**src/rtl/truth_table_scanner_pkg.sv**
```systemverilog
// +------------------------------------------------------------------+
// | truth_table_scanner_pkg: shared FSM encoding and sizing helpers  |
// | Revision: 1.0                                                    |
// +------------------------------------------------------------------+
`default_nettype none

package truth_table_scanner_pkg;

  localparam logic [1:0] ST_IDLE  = 2'd0;
  localparam logic [1:0] ST_DRIVE = 2'd1;
  localparam logic [1:0] ST_EMIT  = 2'd2;
  localparam logic [1:0] ST_DONE  = 2'd3;

  // Settle counter covers SETTLE values 0..15.
  localparam int SETTLE_W = 4;

  function automatic int table_size(input int n_vars);
    return 1 << n_vars;
  endfunction

endpackage

`default_nettype wire

```
**src/rtl/tts_minterm_emitter.sv**
```systemverilog
// +------------------------------------------------------------------+
// | tts_minterm_emitter: walks the truth table and streams set bits  |
// | Revision: 1.0                                                    |
// +------------------------------------------------------------------+
`default_nettype none

module tts_minterm_emitter
  import truth_table_scanner_pkg::*;
#(
  parameter int N_VARS = 3,
  localparam int TS = table_size(N_VARS)
) (
  input  logic              clk,
  input  logic              rst_n,
  input  logic              go,
  input  logic [TS-1:0]     table_in,
  input  logic              minterm_ready,
  output logic [N_VARS-1:0] minterm_idx,
  output logic              minterm_valid,
  output logic              minterm_last,
  output logic              finished
);

  logic              r_active;
  logic [N_VARS-1:0] r_q;
  logic              w_bit;
  logic              w_advance;
  logic [TS-1:0]     w_upper;

  assign w_bit         = table_in[r_q];
  assign minterm_valid = r_active & w_bit;
  assign minterm_idx   = r_q;

  // Last flag: nothing set strictly above the current pointer.
  assign w_upper      = (table_in >> r_q) >> 1;
  assign minterm_last = minterm_valid & (w_upper == '0);

  // Zeros are skipped one per cycle; ones wait for the handshake.
  assign w_advance = r_active & (~w_bit | minterm_ready);
  assign finished  = w_advance & (&r_q);

  always_ff @(posedge clk or negedge rst_n) begin
    if (!rst_n) begin
      r_active <= 1'b0;
      r_q      <= '0;
    end else if (go) begin
      r_active <= 1'b1;
      r_q      <= '0;
    end else if (w_advance) begin
      if (&r_q) begin
        r_active <= 1'b0;
      end else begin
        r_q <= r_q + N_VARS'(1);
      end
    end
  end

endmodule

`default_nettype wire

```
**src/rtl/truth_table_scanner.sv**
```systemverilog
// +------------------------------------------------------------------+
// | truth_table_scanner: sweeps all input patterns, captures the     |
// | truth table and streams the minterm indices. Revision: 1.0       |
// +------------------------------------------------------------------+
`default_nettype none

module truth_table_scanner
  import truth_table_scanner_pkg::*;
#(
  parameter int N_VARS = 3,
  parameter int SETTLE = 1,
  localparam int TS = table_size(N_VARS)
) (
  input  logic              clk,
  input  logic              rst_n,
  input  logic              start,
  output logic [N_VARS-1:0] var_out,
  input  logic              f_in,
  output logic              busy,
  output logic [TS-1:0]     table_out,
  output logic [N_VARS-1:0] minterm_idx,
  output logic              minterm_valid,
  input  logic              minterm_ready,
  output logic              minterm_last,
  output logic [N_VARS:0]   minterm_count,
  output logic              done
);

  localparam logic [SETTLE_W-1:0] C_SETTLE = SETTLE_W'(SETTLE);
  localparam logic [N_VARS-1:0]   C_LAST_P = N_VARS'(TS - 1);

  logic [1:0]          r_state;
  logic [N_VARS-1:0]   r_p;
  logic [SETTLE_W-1:0] r_settle;
  logic [TS-1:0]       r_table;
  logic [N_VARS:0]     r_count;
  logic                w_sample;
  logic                w_go;
  logic                w_finished;

  // Each pattern is sampled on the edge closing its SETTLE+1 hold window.
  assign w_sample = (r_state == ST_DRIVE) && (r_settle == C_SETTLE);
  assign w_go     = w_sample && (r_p == C_LAST_P);

  always_ff @(posedge clk or negedge rst_n) begin
    if (!rst_n) begin
      r_state  <= ST_IDLE;
      r_p      <= '0;
      r_settle <= '0;
      r_table  <= '0;
      r_count  <= '0;
    end else begin
      case (r_state)
        ST_IDLE: begin
          if (start) begin
            r_table  <= '0;
            r_count  <= '0;
            r_p      <= '0;
            r_settle <= '0;
            r_state  <= ST_DRIVE;
          end
        end
        ST_DRIVE: begin
          if (w_sample) begin
            r_table[r_p] <= f_in;
            r_count      <= r_count + (N_VARS + 1)'(f_in);
            r_settle     <= '0;
            if (r_p == C_LAST_P) begin
              r_state <= ST_EMIT;
            end else begin
              r_p <= r_p + N_VARS'(1);
            end
          end else begin
            r_settle <= r_settle + SETTLE_W'(1);
          end
        end
        ST_EMIT: begin
          if (w_finished) begin
            r_state <= ST_DONE;
          end
        end
        ST_DONE: begin
          r_state <= ST_IDLE;
        end
        default: begin
          r_state <= ST_IDLE;
        end
      endcase
    end
  end

  tts_minterm_emitter #(
    .N_VARS (N_VARS)
  ) u_emitter (
    .clk           (clk),
    .rst_n         (rst_n),
    .go            (w_go),
    .table_in      (r_table),
    .minterm_ready (minterm_ready),
    .minterm_idx   (minterm_idx),
    .minterm_valid (minterm_valid),
    .minterm_last  (minterm_last),
    .finished      (w_finished)
  );

  assign var_out       = r_p;
  assign table_out     = r_table;
  assign minterm_count = r_count;
  assign busy          = (r_state == ST_DRIVE) || (r_state == ST_EMIT);
  assign done          = (r_state == ST_DONE);

endmodule

`default_nettype wire
```
**config.mk**
```make
export PLATFORM = sky130hd
export DESIGN_NAME = truth_table_scanner
export DESIGN_NICKNAME = d
export VERILOG_FILES = /design/src/rtl/truth_table_scanner_pkg.sv /design/src/rtl/tts_minterm_emitter.sv /design/src/rtl/truth_table_scanner.sv
export SDC_FILE = /design/constraint.sdc
export NUM_CORES = 1
export LEC_CHECK = 0
export CAP_MARGIN = 20
export CORE_MARGIN = 1.5
export CORE_UTILIZATION = 25
export CTS_CLUSTER_DIAMETER = 50
export CTS_CLUSTER_SIZE = 14
export DETAILED_ROUTE_END_ITERATION = 8
export GPL_TIMING_DRIVEN = 0
export PLACE_DENSITY_LB_ADDON = 0.1
export SETUP_SLACK_MARGIN = 0.4
export SYNTH_ARGS = -nofsm -noshare
export SYNTH_HDL_FRONTEND = slang
export SYNTH_HIERARCHICAL = 1
export SYNTH_SLANG_ARGS = --single-unit
```
**constraint.sdc**
```tcl
create_clock -name clk -period 2.1 [get_ports clk]
set_input_delay 0.42 -clock clk [delete_from_list [all_inputs] [get_ports clk]]
set_output_delay 0.42 -clock clk [all_outputs]
set_load 0.01 [all_outputs]
```
==> summary.md <==
| Metric | Value |
|---|---|
| Status | complete, but fails checks |
| Failing checks | negative setup slack |
| Main synth FF type | dfrtp_1 |
| Wire per inst | 13.96 um |
| Worst-path maximum fanout | 6 |
| CP Cell Sequence | mux2i_1 -> or3_4 -> o311a_4 -> and2b_2 -> nor3b_4 -> buf_2 |
| Area delta synth->final | 50.68% |
| Highest-delay cell along the critical path | dfrtp_2 |
| Endpoints failing hold | 0 |
| Clk Latency, worst-skew pair | 270 ps |
| NumNets Final | 245 |
| Fmax | 439.9 MHz |
| Final wirelength | 4217 um |
| CTS tree | yes |
| Final core utilization | 39.19% |
| Setup Crit Path Kind | flip-flop to output pin |
| Grt ovf | 0 |
| Row Count | 29 |
| Cells after synthesis | 165 |
| Largest net degree at the start of global routing | 19 |
| RSZ-0062 raised after global routing | true |
| Vias in the first global route | 1455 |
| #FFs+latches synth | 25 |
| Port Buffers | 26 |
| Seq/Total Area, Yosys | 37.88% |
| Post-place instance area | 2057 um2 |
| Ports | 27 |
| Total track usage | 12.37% |
| ANT cells | 0 |
| Final worst path period need | 2273 ps |
| Top post-synthesis cells by count | dfrtp_1 (25), ha_1 (14), inv_1 (12) |
| Worst EP required | 1680 ps |
| Clk sinks | 25 |
| Via Count | 1468 |
| Power Dens Cells | 1361 nW/um2 |
| Die ar. | 7103 um2 |
| Final Total Pwr | 3387 uW |
| Setup violators final | 4 |
| EDFF count, synth | 0 |
| Cell taking the most area after synthesis | dfrtp_1 |
| Fillers | 642 |
| Final Hold Slack | 470.9 ps |
| Initial core utilization | 26.01% |
| Core Footprint | 6350 um2 |
| Tcrit/Tclk final | 108.2% |
| Sequential cell area | 633.1 um2 |
| Min-Delay Path Class | input pin to async pin |
| DRC Markers | 0 |
| Reg2reg setup slack | -150 ps |
| Post-synthesis async set-or-reset flop share | 100.0% |
| Final Max Slew Viols | 0 |
| Leakage | 0.001191 uW |
| WP data arrival | 1850 ps |
| First-pass GRT wire length | 7100 um |
| Final setup margin | -173.0 ps |
| Syn avg cell area | 10.01 um2 |
| Maxcap violations | 0 |
| Critical path's largest stage delay | 470 ps |
| DIE HEIGHT | 84.28 um |
| Root Driver | clkbuf_8 |
| Buf/Inv on CP | 1 |
| First-pass iteration count of the detailed router | 4 |
| Nature of the critical path endpoint | output pin |
| DRT iter0 DRCs | 52 |
| Multi-input gate area | 1101 um2 |
| Worst slew margin | 67.52% |
| Clock-pin slew on the worst setup and hold paths | 90 ps |
| Hpwl dp | 2963 um |
| Delay-heaviest family, CP | simple AND/OR/NAND/NOR gates |
| CTS H-tree depth | 1 |
| Pre-CTS setup slack | -383.1 ps |
| Cell area after synthesis | 1652 um2 |
| Mapped Nets | 184 |
| Synth top area share | 37.88% |
| GPL Wtd Cong | 0.7653 |
| Slew @ Worst Pin | 485.6 ps |
| Peak VDD IR | 0.7278 mV |
| Share of cells above drive strength 1 | 34.67% |
| Total CTS buffers | 3 |
| Initial antenna violation count | 0 |
| Type of origin of the critical path | flip-flop |
| Netlist cell types | 47 |
| Via density | 4.861 |
| Longest Clk Path Bufs | 2 |
| ANT nets after route | 0 |
| Design Area, Final | 2489 um2 |
| Synth Warn # | 6 |
| Ranking of synthesized cells by area | dfrtp_1 (38%), ha_1 (11%), mux2i_1 (5.5%) |
| Clock Skew | 5.998 ps |
| Die width | 84.28 um |
| Count leader, synth | dfrtp_1 |
## worst paths after layout
path | startpoint | end | cells after the start
setup / recovery | u_emitter/minterm_idx[1] | minterm_last | 6
hold / removal | rst_n | minterm_count[3] | 1
setup reg to reg | u_emitter/minterm_idx[1] | r_state[1] | 10
hold reg to reg | u_emitter/r_active | u_emitter/r_active | 1
max in group asynchronous | rst_n | u_emitter/minterm_idx[1] | 2
min in group clk | u_emitter/r_active | u_emitter/r_active | 1
## kinds of logic (layout without fill, tap and decap cells)
| logic type | count (synthesis) | count (layout) | share of synthesized area, % |
|---|---|---|---|
| buf+inv | 17 | 77 | 4.166 |
| fa+ha+maj | 14 | 14 | 10.61 |
| xor+xnor | 1 | 1 | 0.5304 |
| compound gates | 46 | 46 | 20.38 |
| flops | 25 | 25 | 37.88 |
| mux | 13 | 13 | 8.637 |
| simple gates | 49 | 49 | 17.80 |
## state kept, by name, indices dropped and copies added (netlist names)
register               count
r_state                    2
var_out                    3
r_settle                   4
u_emitter/minterm_idx      3
table_out                  8
u_emitter/r_active         1
minterm_count              4
## metal layers
layer	wire, um	GRT usage, %	share of wire [%]	vias up
met4	24	3.279	0.57	0
li1	-	-	-	726
met1	2004	16.59	48	724
met3	98	1.868	2.3	2
met2	2089	20.80	50	16
met5	0	0	0	-
## area by class of cell
type | instances | share of cell area [%]
tap | 77 | 3.871
sequential | 25 | 25.44
clock buffer | 3 | 1.659
inverter | 12 | 1.911
buffer | 5 | 1.860
clock inverter | 1 | 0.2011
timing repair buffer | 56 | 20.81
multi-input combinational | 123 | 44.24
## worst reg2reg max path, delay by kind of cell, from the launching register on
| family | cells | cell delay (ps) |
|---|---|---|
| and+or+nand+nor | 3 | 560 |
| muxes | 2 | 440 |
| DFF | 1 | 470 |
| buffers and inverters | 3 | 330 |
| AOI/OAI and AO/OA | 2 | 370 |
## metrics by stage
step	instances	TNS [ps]
floorplan	165	0
global placement	268	-527.8
detailed placement	269	-584.2
CTS	295	-476.4
global route	302	-960.6
finish	302	-543.7
## placed cells by master, fill, tap and decap left out, types with 7 or more instances in the layout
cell,n
buf_4,23
mux2i_1,9
nand2_1,10
ha_1,11
dfrtp_1,19
nand3_1,7
nand2b_1,7
inv_1,8
clkdlybuf4s50_1,12
buf_6,8
## where the power goes
part | switching (uW) | total, uW | internal (uW)
registers | 185 | 833 | 647
clock network | 159 | 292 | 133
logic | 1040 | 2260 | 1230
## timing repair
action / 4_1_cts / 5_1_grt
resized for setup: 49 / 21
cloned: 1 / 0
hold buffers: 0 / 0
buffers inserted: 21 / 7
pin swaps: 12 / 9
endpoints found under the hold margin: 0 / 0
endpoints found under the setup margin: 31 / 30
(Power assumes the default switching activity.)
